**config.mk**
```make
export PLATFORM = sky130hd
export DESIGN_NAME = eth_sw_xbar_flat
export DESIGN_NICKNAME = d
export VERILOG_FILES = /design/src/rtl/eth_sw_pkg.sv /design/src/rtl/eth_sw_xbar_if.sv /design/src/rtl/eth_rr_arbiter.sv /design/src/rtl/eth_sw_xbar.sv /design/src/flat_wrapper.sv
export SDC_FILE = /design/constraint.sdc
export NUM_CORES = 1
export LEC_CHECK = 0
export ABC_AREA = 1
export CAP_MARGIN = 25
export CELL_PAD_IN_SITES_DETAIL_PLACEMENT = 1
export CELL_PAD_IN_SITES_GLOBAL_PLACEMENT = 1
export CORE_MARGIN = 3
export CORE_UTILIZATION = 33
export DETAILED_ROUTE_END_ITERATION = 12
export HOLD_SLACK_MARGIN = 0.03
export PLACE_DENSITY_LB_ADDON = 0.1
export SLEW_MARGIN = 10
export SYNTH_ARGS = -nofsm -noshare
export SYNTH_HDL_FRONTEND = slang
export SYNTH_SLANG_ARGS = --single-unit
```
**constraint.sdc**
```tcl
create_clock -name clk -period 6.1 [get_ports clk]
set_clock_uncertainty 0.15 [all_clocks]
set_input_delay 0.915 -clock clk [delete_from_list [all_inputs] [get_ports clk]]
set_output_delay 0.915 -clock clk [all_outputs]
set_load 0.01 [all_outputs]
```
**src/rtl/eth_sw_pkg.sv**
```systemverilog
// Shared types and helpers for the N-port cut-through switch crossbar.
package eth_sw_pkg;

   typedef enum logic [1:0] {
      IDLE = 2'd0,
      FWD  = 2'd1,
      DROP = 2'd2
   } ing_st_e;

   localparam logic [31:0] BASE_ADDR_DEF = 32'h0000_0010;
   localparam logic [31:0] CRC_GOOD_DEF  = 32'hDEAD_BEEF;

   // Round-robin pointer advance: one past the winner, wrapping at n.
   function automatic int unsigned rr_next(input int unsigned idx, input int unsigned n);
      return ((idx + 32'd1) >= n) ? 32'd0 : (idx + 32'd1);
   endfunction

endpackage

```
**src/rtl/eth_sw_xbar_if.sv**
```systemverilog
// Ingress FIFO read side and egress tx side of the switch crossbar, flattened per port.
interface eth_sw_xbar_if #(
   parameter int unsigned N_PORTS = 4,
   parameter int unsigned DATA_W  = 32,
   parameter int unsigned ADDR_W  = 32,
   parameter int unsigned CRC_W   = 32
);
   logic [N_PORTS-1:0]        in_valid;
   logic [N_PORTS-1:0]        in_ready;
   logic [N_PORTS-1:0]        in_sop;
   logic [N_PORTS-1:0]        in_eop;
   logic [N_PORTS*ADDR_W-1:0] in_dest;
   logic [N_PORTS*CRC_W-1:0]  in_crc;
   logic [N_PORTS*DATA_W-1:0] in_data;
   logic [N_PORTS-1:0]        out_valid;
   logic [N_PORTS-1:0]        out_ready;
   logic [N_PORTS-1:0]        out_sop;
   logic [N_PORTS-1:0]        out_eop;
   logic [N_PORTS-1:0]        out_err;
   logic [N_PORTS*DATA_W-1:0] out_data;

   modport master (
      output in_valid, in_sop, in_eop, in_dest, in_crc, in_data, out_ready,
      input  in_ready, out_valid, out_sop, out_eop, out_err, out_data
   );

   modport slave (
      input  in_valid, in_sop, in_eop, in_dest, in_crc, in_data, out_ready,
      output in_ready, out_valid, out_sop, out_eop, out_err, out_data
   );
endinterface

```
**src/rtl/eth_rr_arbiter.sv**
```systemverilog
// Rotating-priority arbiter: one-hot grant searched from ptr_q, pointer advances on a granted enable.
module eth_rr_arbiter
   import eth_sw_pkg::*;
#(
   parameter int unsigned N_PORTS = 4
) (
   input  logic               clk,
   input  logic               rstn,
   input  logic [N_PORTS-1:0] req,
   input  logic               en,
   output logic [N_PORTS-1:0] gnt_c
);
   localparam int unsigned PW = (N_PORTS > 1) ? $clog2(N_PORTS) : 1;

   logic [PW-1:0] ptr_q, ptr_d;
   logic [PW-1:0] win;
   logic [PW-1:0] idx;
   logic          found;

   always_comb begin
      gnt_c = '0;
      found = 1'b0;
      win   = ptr_q;
      idx   = ptr_q;
      for (int unsigned k = 0; k < N_PORTS; k++) begin
         idx = PW'((32'(ptr_q) + k) % N_PORTS);
         if (!found && req[idx]) begin
            found = 1'b1;
            win   = idx;
         end
      end
      if (en && found) begin
         gnt_c[win] = 1'b1;
      end
      ptr_d = (en && found) ? PW'(rr_next(32'(win), N_PORTS)) : ptr_q;
   end

   always_ff @(posedge clk) begin
      if (!rstn) begin
         ptr_q <= '0;
      end else begin
         ptr_q <= ptr_d;
      end
   end

endmodule

```
**src/rtl/eth_sw_xbar.sv**
```systemverilog
// N-port cut-through crossbar: per-ingress routing FSM, per-egress lock + output register.
module eth_sw_xbar
   import eth_sw_pkg::*;
#(
   parameter int unsigned       N_PORTS   = 4,
   parameter int unsigned       DATA_W    = 32,
   parameter int unsigned       ADDR_W    = 32,
   parameter int unsigned       CRC_W     = 32,
   parameter int unsigned       CNT_W     = 16,
   parameter logic [ADDR_W-1:0] BASE_ADDR = ADDR_W'(BASE_ADDR_DEF),
   parameter logic [CRC_W-1:0]  CRC_GOOD  = CRC_W'(CRC_GOOD_DEF)
) (
   input  logic                     clk,
   input  logic                     rstn,
   eth_sw_xbar_if.slave             bus,
   output logic [N_PORTS*CNT_W-1:0] drop_cnt,
   output logic [N_PORTS*CNT_W-1:0] crc_err_cnt
);
   localparam int unsigned PW = (N_PORTS > 1) ? $clog2(N_PORTS) : 1;

   ing_st_e            st_q   [N_PORTS];
   ing_st_e            st_d   [N_PORTS];
   logic [PW-1:0]      egr_q  [N_PORTS];
   logic [PW-1:0]      egr_d  [N_PORTS];
   logic [PW-1:0]      own_q  [N_PORTS];
   logic [PW-1:0]      own_d  [N_PORTS];
   logic [DATA_W-1:0]  odat_q [N_PORTS];
   logic [DATA_W-1:0]  odat_d [N_PORTS];
   logic [CNT_W-1:0]   drop_q [N_PORTS];
   logic [CNT_W-1:0]   drop_d [N_PORTS];
   logic [CNT_W-1:0]   crc_q  [N_PORTS];
   logic [CNT_W-1:0]   crc_d  [N_PORTS];
   logic [N_PORTS-1:0] lock_q, lock_d, ov_q, ov_d, osop_q, osop_d;
   logic [N_PORTS-1:0] oeop_q, oeop_d, oerr_q, oerr_d;

   logic [ADDR_W-1:0]  off [N_PORTS];
   logic [PW-1:0]      dix [N_PORTS];
   logic [PW-1:0]      tgt [N_PORTS];
   logic [N_PORTS-1:0] req [N_PORTS];
   logic [N_PORTS-1:0] gnt [N_PORTS];
   logic [N_PORTS-1:0] routable, bad_crc, load, arb_en, rdy, fwd, term;

   // Destination decode, egress load condition and arbitration requests.
   always_comb begin
      for (int i = 0; i < N_PORTS; i++) begin
         off[i]      = bus.in_dest[i*ADDR_W +: ADDR_W] - BASE_ADDR;
         routable[i] = (bus.in_dest[i*ADDR_W +: ADDR_W] >= BASE_ADDR) &&
                       (off[i] < ADDR_W'(N_PORTS));
         dix[i]      = off[i][PW-1:0];
         bad_crc[i]  = (bus.in_crc[i*CRC_W +: CRC_W] != CRC_GOOD);
      end
      for (int e = 0; e < N_PORTS; e++) begin
         load[e]   = !ov_q[e] || bus.out_ready[e];
         arb_en[e] = load[e] && !lock_q[e];
         for (int i = 0; i < N_PORTS; i++) begin
            req[e][i] = (st_q[i] == IDLE) && bus.in_valid[i] && bus.in_sop[i] &&
                        routable[i] && (dix[i] == PW'(e));
         end
      end
   end

   for (genvar g = 0; g < N_PORTS; g++) begin : g_port
      eth_rr_arbiter #(.N_PORTS(N_PORTS)) u_arb (
         .clk   (clk),
         .rstn  (rstn),
         .req   (req[g]),
         .en    (arb_en[g]),
         .gnt_c (gnt[g])
      );
      assign bus.out_data[g*DATA_W +: DATA_W] = odat_q[g];
      assign drop_cnt[g*CNT_W +: CNT_W]       = drop_q[g];
      assign crc_err_cnt[g*CNT_W +: CNT_W]    = crc_q[g];
   end

   // Ingress consume decision; a sop seen while forwarding cuts the open frame short.
   always_comb begin
      logic g_any;
      for (int i = 0; i < N_PORTS; i++) begin
         g_any = 1'b0;
         for (int e = 0; e < N_PORTS; e++) begin
            g_any = g_any | gnt[e][i];
         end
         term[i] = (st_q[i] == FWD) && bus.in_sop[i];
         tgt[i]  = (st_q[i] == FWD) ? egr_q[i] : dix[i];
         case (st_q[i])
            IDLE:    rdy[i] = bus.in_valid[i] && (!bus.in_sop[i] || !routable[i] || g_any);
            FWD:     rdy[i] = bus.in_valid[i] && load[egr_q[i]];
            default: rdy[i] = bus.in_valid[i];
         endcase
         fwd[i] = rdy[i] && ((st_q[i] == FWD) ||
                             ((st_q[i] == IDLE) && bus.in_sop[i] && routable[i]));
      end
   end

   assign bus.in_ready  = rdy;
   assign bus.out_valid = ov_q;
   assign bus.out_sop   = osop_q;
   assign bus.out_eop   = oeop_q;
   assign bus.out_err   = oerr_q;

   // Egress output registers and lock ownership.
   always_comb begin
      lock_d = lock_q;
      ov_d   = ov_q;
      osop_d = osop_q;
      oeop_d = oeop_q;
      oerr_d = oerr_q;
      for (int e = 0; e < N_PORTS; e++) begin
         own_d[e]  = own_q[e];
         odat_d[e] = odat_q[e];
      end
      for (int e = 0; e < N_PORTS; e++) begin
         if (load[e]) begin
            ov_d[e]   = 1'b0;
            osop_d[e] = 1'b0;
            oeop_d[e] = 1'b0;
            oerr_d[e] = 1'b0;
         end
         for (int i = 0; i < N_PORTS; i++) begin
            if (fwd[i] && (tgt[i] == PW'(e))) begin
               ov_d[e]   = 1'b1;
               osop_d[e] = bus.in_sop[i];
               oeop_d[e] = bus.in_eop[i] | term[i];
               oerr_d[e] = term[i] | (bus.in_eop[i] & bad_crc[i]);
               odat_d[e] = bus.in_data[i*DATA_W +: DATA_W];
            end
         end
         if (!lock_q[e]) begin
            for (int i = 0; i < N_PORTS; i++) begin
               if (gnt[e][i] && !bus.in_eop[i]) begin
                  lock_d[e] = 1'b1;
                  own_d[e]  = PW'(i);
               end
            end
         end else if (fwd[own_q[e]] && (bus.in_eop[own_q[e]] || bus.in_sop[own_q[e]])) begin
            lock_d[e] = 1'b0;
         end
      end
   end

   // Ingress FSM next state and saturating statistics.
   always_comb begin
      logic dinc;
      logic cinc;
      for (int i = 0; i < N_PORTS; i++) begin
         st_d[i]  = st_q[i];
         egr_d[i] = egr_q[i];
         dinc     = 1'b0;
         cinc     = 1'b0;
         if (rdy[i]) begin
            case (st_q[i])
               IDLE: begin
                  if (!bus.in_sop[i]) begin
                     dinc = 1'b1;
                  end else if (!routable[i]) begin
                     dinc = 1'b1;
                     if (!bus.in_eop[i]) st_d[i] = DROP;
                  end else if (bus.in_eop[i]) begin
                     cinc = bad_crc[i];
                  end else begin
                     st_d[i]  = FWD;
                     egr_d[i] = dix[i];
                  end
               end
               FWD: begin
                  if (bus.in_sop[i]) begin
                     dinc    = 1'b1;
                     st_d[i] = IDLE;
                  end else if (bus.in_eop[i]) begin
                     cinc    = bad_crc[i];
                     st_d[i] = IDLE;
                  end
               end
               default: begin
                  if (bus.in_eop[i]) st_d[i] = IDLE;
               end
            endcase
         end
         drop_d[i] = (dinc && (drop_q[i] != '1)) ? drop_q[i] + CNT_W'(1) : drop_q[i];
         crc_d[i]  = (cinc && (crc_q[i] != '1)) ? crc_q[i] + CNT_W'(1) : crc_q[i];
      end
   end

   always_ff @(posedge clk) begin
      if (!rstn) begin
         lock_q <= '0;
         ov_q   <= '0;
         osop_q <= '0;
         oeop_q <= '0;
         oerr_q <= '0;
         for (int i = 0; i < N_PORTS; i++) begin
            st_q[i]   <= IDLE;
            egr_q[i]  <= '0;
            own_q[i]  <= '0;
            odat_q[i] <= '0;
            drop_q[i] <= '0;
            crc_q[i]  <= '0;
         end
      end else begin
         lock_q <= lock_d;
         ov_q   <= ov_d;
         osop_q <= osop_d;
         oeop_q <= oeop_d;
         oerr_q <= oerr_d;
         for (int i = 0; i < N_PORTS; i++) begin
            st_q[i]   <= st_d[i];
            egr_q[i]  <= egr_d[i];
            own_q[i]  <= own_d[i];
            odat_q[i] <= odat_d[i];
            drop_q[i] <= drop_d[i];
            crc_q[i]  <= crc_d[i];
         end
      end
   end

endmodule
```
**src/flat_wrapper.sv**
```systemverilog
// flat-port wrapper written by rule: the top's interface ports become plain ports
module eth_sw_xbar_flat import eth_sw_pkg::*;
#(
   parameter int unsigned       N_PORTS   = 4,
   parameter int unsigned       DATA_W    = 32,
   parameter int unsigned       ADDR_W    = 32,
   parameter int unsigned       CRC_W     = 32,
   parameter int unsigned       CNT_W     = 16,
   parameter logic [ADDR_W-1:0] BASE_ADDR = ADDR_W'(BASE_ADDR_DEF),
   parameter logic [CRC_W-1:0]  CRC_GOOD  = CRC_W'(CRC_GOOD_DEF)
)
  (clk, rstn, drop_cnt, crc_err_cnt, bus_in_valid, bus_in_sop, bus_in_eop, bus_in_dest, bus_in_crc, bus_in_data, bus_out_ready, bus_in_ready, bus_out_valid, bus_out_sop, bus_out_eop, bus_out_err, bus_out_data);
  eth_sw_xbar_if #(.N_PORTS(N_PORTS), .DATA_W(DATA_W), .ADDR_W(ADDR_W), .CRC_W(CRC_W)) bus_i ();
  input  logic clk;
  input  logic rstn;
  output logic [N_PORTS*CNT_W-1:0] drop_cnt;
  output logic [N_PORTS*CNT_W-1:0] crc_err_cnt;
  input wire logic [$bits(bus_i.in_valid)-1:0] bus_in_valid;
  input wire logic [$bits(bus_i.in_sop)-1:0] bus_in_sop;
  input wire logic [$bits(bus_i.in_eop)-1:0] bus_in_eop;
  input wire logic [$bits(bus_i.in_dest)-1:0] bus_in_dest;
  input wire logic [$bits(bus_i.in_crc)-1:0] bus_in_crc;
  input wire logic [$bits(bus_i.in_data)-1:0] bus_in_data;
  input wire logic [$bits(bus_i.out_ready)-1:0] bus_out_ready;
  output wire logic [$bits(bus_i.in_ready)-1:0] bus_in_ready;
  output wire logic [$bits(bus_i.out_valid)-1:0] bus_out_valid;
  output wire logic [$bits(bus_i.out_sop)-1:0] bus_out_sop;
  output wire logic [$bits(bus_i.out_eop)-1:0] bus_out_eop;
  output wire logic [$bits(bus_i.out_err)-1:0] bus_out_err;
  output wire logic [$bits(bus_i.out_data)-1:0] bus_out_data;
  assign bus_i.in_valid = bus_in_valid;
  assign bus_i.in_sop = bus_in_sop;
  assign bus_i.in_eop = bus_in_eop;
  assign bus_i.in_dest = bus_in_dest;
  assign bus_i.in_crc = bus_in_crc;
  assign bus_i.in_data = bus_in_data;
  assign bus_i.out_ready = bus_out_ready;
  assign bus_in_ready = bus_i.in_ready;
  assign bus_out_valid = bus_i.out_valid;
  assign bus_out_sop = bus_i.out_sop;
  assign bus_out_eop = bus_i.out_eop;
  assign bus_out_err = bus_i.out_err;
  assign bus_out_data = bus_i.out_data;
  eth_sw_xbar #(.N_PORTS(N_PORTS), .DATA_W(DATA_W), .ADDR_W(ADDR_W), .CRC_W(CRC_W), .CNT_W(CNT_W), .BASE_ADDR(BASE_ADDR), .CRC_GOOD(CRC_GOOD)) u_core (.clk(clk), .rstn(rstn), .bus(bus_i), .drop_cnt(drop_cnt), .crc_err_cnt(crc_err_cnt));
endmodule
```
# [After elaboration in Yosys (flattened, before gate mapping)]
# Memories as Yosys holds them, arrays and structs flattened.
# Index checks and enable logic that the tools add are counted.
[classes] bitwise_logic=48 n_mux=374 order_cmp=44 n_eq_ne=40 reduce_logical=192 add_sub_neg=28
[ops] operator="32-bit 2-to-1 mux" count=20
[ops] operator="16-bit 2-to-1 mux" count=16
[ops] operator="2-bit 2-to-1 mux" count=100
[ops] operator="1-bit 2-to-1 mux" count=182
[ops] operator="16-bit by 1-bit adder with 16-bit output, second input constant" count=8
[ops] operator="32-bit by 5-bit >= comparator with 1-bit output, second input constant" count=4
[ops] operator="32-bit by 3-bit less-than comparator with 1-bit output, second input constant" count=4
[ops] operator="16-bit != test, second input constant" count=8
[ops] operator="32-bit != test, second input constant" count=4
[ops] operator="32-bit by 5-bit subtractor with 32-bit output, second input constant" count=4
[ops] operator="1-bit logical AND" count=124
[ops] operator="2-bit by 3-bit less-than comparator with 1-bit output, second input constant" count=28
[ops] operator="1-bit binary-select mux with 2-bit select" count=32
[ops] operator="1-bit bitwise OR" count=44
[ops] operator="2-bit == test, second input constant" count=16
[ops] operator="1-bit zero test" count=32
[ops] operator="2-bit by 1-bit == test with 1-bit output, second input constant" count=12
[ops] operator="2-bit zero test" count=12
[ops] operator="1-bit case mux with 2 select lines" count=12
[ops] operator="1-bit logical OR" count=20
[ops] operator="5-bit nonzero test" count=4
[ops] operator="2-bit adder, second input constant" count=8
[ops] operator="4-bit 2-to-1 mux" count=4
[ops] operator="2-bit case mux with 2 select lines" count=4
[ops] operator="6 further kinds" count=24
[word_totals] register_bits=28 ram_bits=280 memories=6 elab_cells=753 inputBits=402 output_inout_bits=276
[memory_table] name="u_core.odat_q" words=4 width=32 read_ports=4 rd_clocked_by_memory_dff=0 wr=4 line_no="eth_sw_xbar.sv:27" source="logic [DATA_W-1:0] odat_q [N_PORTS];"
[memory_table] name="u_core.crc_q" words=4 width=16 read_ports=4 rd_clocked_by_memory_dff=0 wr=4 line_no="eth_sw_xbar.sv:31" source="logic [CNT_W-1:0] crc_q [N_PORTS];"
[memory_table] name="u_core.drop_q" words=4 width=16 read_ports=4 rd_clocked_by_memory_dff=0 wr=4 line_no="eth_sw_xbar.sv:29" source="logic [CNT_W-1:0] drop_q [N_PORTS];"
[memory_table] name="u_core.egr_q" words=4 width=2 read_ports=4 rd_clocked_by_memory_dff=0 wr=4 line_no="eth_sw_xbar.sv:23" source="logic [PW-1:0] egr_q [N_PORTS];"
[memory_table] name="u_core.own_q" words=4 width=2 read_ports=4 rd_clocked_by_memory_dff=0 wr=4 line_no="eth_sw_xbar.sv:25" source="logic [PW-1:0] own_q [N_PORTS];"
[memory_table] name="u_core.st_q" words=4 width=2 read_ports=4 rd_clocked_by_memory_dff=0 wr=4 line_no="eth_sw_xbar.sv:21" source="ing_st_e st_q [N_PORTS];"

# [Logic depth before layout (Yosys ltp)]
# An unclocked memory read counts as a cell.
[depth] depth_word=36 ltp_mapped=38 mapped_depth_nobuf=37

# [Modules after synthesis]
# From an unflattened synthesis, not the netlist that was laid out.
[hier_totals] cells_unflattened=4427 hier_area_um2=25120.3
[modules_own_cells] mod="eth_sw_xbar" n_inst=1 area_per_inst_um2=23138.4 seq_area_each_um2=6005.8 cells_each=4051
[modules_own_cells] mod="eth_rr_arbiter" n_inst=4 area_per_inst_um2=495.5 seq_area_each_um2=40.0 cells_each=94

# [Least setup slack after synthesis]
# Ideal clock, no wire load.
[synth_path] path_kind="input port to output port" startpoint="in bus_in_dest[103]" endpoint="out bus_in_ready[2]" path_stages=28 arrival_time_ps=3749 required_time_ps=5035 n_path_buf=0 path_slack_ps=1286 cell_sequence="nor2_2 > nand2_2 > nor2_2 > nand3_1 > nand2_1 > nand3_1 > nor2_1 > nand2_1 > nor3_4 > nand3_1 > nand2_1 > nand2_1 > nand2_1 > nand2_1 > a21oi_1 > nand2_1 > o21ai_0 > xor2_1 > nand2_1 > o21ai_0 > inv_1 > ha_1 > nand3_1 > nand2_1 > nor2_2 > nand2_4 > nand2_4 > inv_1"
[synth_between] elab_chain_len=28 elab_cells_between_ends=127 cone_classes="add/sub (1); order compare (10); mux (73); bitwise (3); reduce/logical (40)"
[synth_rtl] item="from (decl)" line_no="flat_wrapper.sv:21" source="input wire logic [$bits(bus_i.in_dest)-1:0] bus_in_dest;"
[synth_rtl] item="32-bit by 5-bit subtractor with 32-bit output" line_no="eth_sw_xbar.sv:46" source="off[i] = bus.in_dest[i*ADDR_W +: ADDR_W] - BASE_ADDR;"
[synth_rtl] item="32-bit by 3-bit less-than comparator with 1-bit output" line_no="eth_sw_xbar.sv:48" source="(off[i] < ADDR_W'(N_PORTS));"
[synth_rtl] item="1-bit logical AND (*)" line_no="eth_sw_xbar.sv:47" source="routable[i] = (bus.in_dest[i*ADDR_W +: ADDR_W] >= BASE_ADDR) &&"
[synth_rtl] item="1-bit logical AND (*)" line_no="eth_sw_xbar.sv:56" source="req[e][i] = (st_q[i] == IDLE) && bus.in_valid[i] && bus.in_sop[i] &&"
[synth_rtl] item="1-bit logical AND" line_no="eth_sw_xbar.sv:57" source="routable[i] && (dix[i] == PW'(e));"
[synth_rtl] item="1-bit binary-select mux with 2-bit select" line_no="eth_rr_arbiter.sv:27" source="if (!found && req[idx]) begin"
[synth_rtl] item="1-bit 2-to-1 mux (not written as such)" line_no="eth_rr_arbiter.sv:27"
[synth_rtl] item="1-bit 2-to-1 mux" line_no="eth_rr_arbiter.sv:27"
[synth_rtl] item="[... 11 more ...]"
[synth_rtl] item="1-bit 2-to-1 mux (not written as such)" line_no="eth_rr_arbiter.sv:33" source="gnt_c[win] = 1'b1;"
[synth_rtl] item="1-bit demux with 2-bit select" line_no="eth_rr_arbiter.sv:33"
[synth_rtl] item="4-bit 2-to-1 mux" line_no="eth_rr_arbiter.sv:32" source="if (en && found) begin"
[synth_rtl] item="1-bit bitwise OR (2 in a row)" line_no="eth_sw_xbar.sv:81" source="g_any = g_any | gnt[e][i];"
[synth_rtl] item="1-bit bitwise OR (*)" line_no="eth_sw_xbar.sv:81"
[synth_rtl] item="1-bit logical OR (*)" line_no="eth_sw_xbar.sv:86" source="IDLE: rdy[i] = bus.in_valid[i] && (!bus.in_sop[i] || !routable[i] || g_any);"
[synth_rtl] item="1-bit logical AND (*)" line_no="eth_sw_xbar.sv:86"
[synth_rtl] item="1-bit case mux with 2 select lines (*)" line_no="eth_sw_xbar.sv:85" source="case (st_q[i])"
[synth_rtl] item="to (decl)" line_no="flat_wrapper.sv:25" source="output wire logic [$bits(bus_i.in_ready)-1:0] bus_in_ready;"
# Every way passes the cells marked *; elsewhere a longest branch is shown, timed or not. The select of a mux whose other input is x is not followed.

# [Worst setup path in the final report]
[layout_path] startpoint="in bus_in_dest[6]" endpoint="out bus_in_ready[2]"
# The elaborated chain is that of the path after synthesis.

==> flow_metrics.env <==
export IMPL_outcome="finished, final reports clean"
export IMPL_core_area_sq_mm=0.0692
export IMPL_crit_type="input pin to primary output"
export IMPL_clk_pin_slew_ps=60
export IMPL_finalCoreUtilization_pct=50.9
export IMPL_stdcell_count=5771
export IMPL_fin_nets=5221
export IMPL_rsz0062_at_grt="true"
export IMPL_holdPathStages=2
export IMPL_crit_path_start_kind="input pin"
export IMPL_portBuffers=677
export IMPL_grt_max_degree=158
export IMPL_rows=96
export IMPL_hold_end="u_core.lock_q[0]"
export IMPL_power_leakage_nw=14.8
export IMPL_grtUsageTotal_pct=30.6
export IMPL_clock_sinks=308
export IMPL_drive_gt1_share_pct=13.6
export IMPL_worstPathArrival_ps=4800
export IMPL_async_flop_share_pct=0
export IMPL_clkLatencyLatePin_ps=580
export IMPL_yosys_warnings=0
export IMPL_ys_seq_area_share_pct=26.5
export IMPL_finalSetupViolCount=0
export IMPL_syn_area_per_cell_sq_um=5.98
export IMPL_cp_top_family="simple AND/OR/NAND/NOR gates"
export IMPL_period_share_pct=96.1
export IMPL_maxSlewViolCount=0
export IMPL_crit_required_ps=5030
export IMPL_wirelength_microns=119000
export IMPL_clockRootBuffer="clkbuf_16"
export IMPL_detail_route_antenna_nets=0
export IMPL_synth_edf_count=0
export IMPL_place_gp_congestion=0.924
export IMPL_syn_area_sq_mm=0.0233
export IMPL_grt_pass1_wl_microns=179000
export IMPL_slew_headroom_pct=33.1
export IMPL_chipWidth_microns=272
export IMPL_vdd_drop_max_uv=206
export IMPL_ff2ff_setup_slack_ps=1440
export IMPL_dp_hpwl_microns=92100
export IMPL_final_cell_area_sq_mm=0.0352
export IMPL_synth_cells=3890
export IMPL_area_delta_synth_final_pct=51.3
export IMPL_whs_ps=330
export IMPL_crit_buf_inv=7
export IMPL_wl_per_cell_microns=20.7
export IMPL_finalPower_mw=8.18
export IMPL_r2r_start="u_core.st_q[0][1]"
export IMPL_num_fill_cells=9203
export IMPL_end_kind="primary output"
export IMPL_clockBufferDepth=3
export IMPL_hold_path_class="flip-flop to flip-flop"
export IMPL_cp_slowest_cell="clkdlybuf4s50_1"
export IMPL_start_util_pct=33.6
export IMPL_yosysUniqueCellTypes=54
export IMPL_tritoncts="yes"
export IMPL_synth_xor_area_share_pct=1.69
export IMPL_place_area_sq_mm=0.0332
export IMPL_synth_adder_area_share_pct=1.29
export IMPL_overflow=0
export IMPL_syn_num_nets=4316
export IMPL_tightest_slew_ps=1000
export IMPL_dominantRegCellSynth="dfxtp_1"
export IMPL_synthSimpleGateAreaFrac_pct=39.8
export IMPL_critPathMaxFanout=5
export IMPL_drv_cap=0
export IMPL_firstDrtPassIters=6
export IMPL_synth_seq_cells=308
export IMPL_viasPerCell=5.31
export IMPL_ios=678
export IMPL_cts_hold_fix_buffers=0
export IMPL_synth_mux_area_share_pct=0
export IMPL_synth_top_family_by_area="simple AND/OR/NAND/NOR gates"
export IMPL_dieHeight_microns=272
export IMPL_worstHoldStart="u_core.lock_q[0]"
export IMPL_critPathMostFrequentCell="nand2_1"
export IMPL_first_iter_violations=1675
export IMPL_grt_pass1_vias=30616
export IMPL_hold_viol_final=0
export IMPL_htree_levels=2
export IMPL_drc=0
export IMPL_dieArea_sq_mm=0.0738
export IMPL_slowest_delay_ps=450
export IMPL_worst_r2r_cell_count=29
export IMPL_max_freq_mhz=171
export IMPL_placed_cells=5670
export IMPL_r2r_end="u_core.odat_q[0][117]"
export IMPL_vias=30652
export IMPL_cts_buffers=40
export IMPL_synth_compound_area_share_pct=19.9
export IMPL_min_period_ps=5860
export IMPL_antenna_found_initial=18
export IMPL_p_per_area_mw_per_mm2=232
[flip-flops by register name, summed over array words and instances, names as in the netlist]
register                   flops
u_core.egr_q                   8
u_core.bus.out_sop             4
u_core.odat_q                128
u_core.g_port.u_arb.ptr_q      8
u_core.bus.out_err             4
u_core.bus.out_valid           4
u_core.crc_q                  64
u_core.own_q                   8
u_core.drop_q                 64
u_core.st_q                    8
u_core.lock_q                  4
u_core.bus.out_eop             4
[how the worst max path moves through the flow]
stage                     startpoint               to  slack (ps)  cells after the start
CTS                 bus_in_dest[101]  bus_in_ready[2]          10                     31
finish                bus_in_dest[6]  bus_in_ready[2]         240                     30
floorplan           bus_in_dest[103]  bus_in_ready[2]        1290                     28
global route         bus_in_dest[57]  bus_in_ready[3]        -130                     31
global placement     bus_in_dest[72]  bus_in_ready[3]        -250                     31
detailed placement   bus_in_dest[37]  bus_in_ready[0]        -380                     30
[cells in the mapped netlist, drive strengths merged (11+ instances only)]
master,number,area (sq um)
nor3b,11,82.6
dfxtp,308,6170
ha,24,300
inv,457,1720
nand2,922,3570
o211ai,39,293
o21ai,368,1850
clkbuf,78,293
xnor2,13,114
a21oi,359,1860
and3,23,144
nor3,96,523
nor2,523,2260
nand3,285,1450
xor2,32,280
o31ai,34,255
nor4,36,225
nand3b,32,240
nand4,106,727
a31oi,32,200
buf,75,473
a211oi,11,82.6
[per-stage QoR]
step | TNS [ps] | worst slack [ps]
finish | 0 | 238
global route | -245 | -126
CTS | 0 | 10.1
detailed placement | -29150 | -383
global placement | -4850 | -247
floorplan | 0 | 1290
[layout make-up]
type	count	area, sq um	share of cell area [%]
Antenna cell	13	32.5	0.0924
Timing Repair Buffer	1016	9640	27.4
Multi-Input combinational cell	2964	15000	42.7
Clock buffer	60	1220	3.46
Clock inverter	14	186	0.530
Sequential cell	308	6170	17.5
Inverter	465	1750	4.97
Tap cell	931	1160	3.31
[where the power goes]
| group | internal, mW | total, mW | switching, mW |
|---|---|---|---|
| Sequential | 2.13 | 2.23 | 0.104 |
| Clock | 1.52 | 2.55 | 1.03 |
| Combinational | 1.48 | 3.40 | 1.92 |
[kinds of logic (layout without fill, tap and decap cells)]
family | Yosys count | in the layout
other | 0 | 13
buffers and inverters | 618 | 1555
xor gates and xnor gates | 45 | 45
and+or+nand+nor | 2040 | 2040
AOI/OAI and AO/OA | 855 | 855
DFF | 308 | 308
adders and majority gates | 24 | 24
[routing by layer]
layer	share of wire, %	GRT usage (%)	wire (microns)	vias to the layer above
li1	-	-	-	14769
met1	43	38.9	51300	14691
met2	46	50.9	55100	959
met3	6.6	5.99	7910	221
met4	4.0	12.1	4790	12
met5	0.062	0	74	-
[timing repair]
action                                  in CTS  in global routing
endpoints found under the setup margin       4                138
gates resized for setup                     30                133
pin swaps                                    4                 50
setup buffers                                2                 12
[worst reg2reg max path, delay by kind of cell, from the launching register on]
kind | cells | cell delay, ps
buf+inv | 6 | 750
flops | 1 | 340
compound gates | 4 | 570
xor+xnor | 1 | 140
fa+ha+maj | 1 | 200
simple gates | 17 | 2400
[cells in the final DEF (no fill, tap or decap), types with 90 or more instances in the layout]
cell / synthesis / routed
a21oi_1: 341 / 336
buf_4: 15 / 317
nand2_1: 895 / 877
nand3_1: 281 / 267
dfxtp_1: 308 / 308
nor3_1: 90 / 90
o21ai_1: 108 / 110
inv_1: 423 / 420
o21ai_0: 259 / 251
clkdlybuf4s50_1: 0 / 656
nor2_1: 458 / 423
nand4_1: 100 / 100
Power figures use the tool's default switching activity.
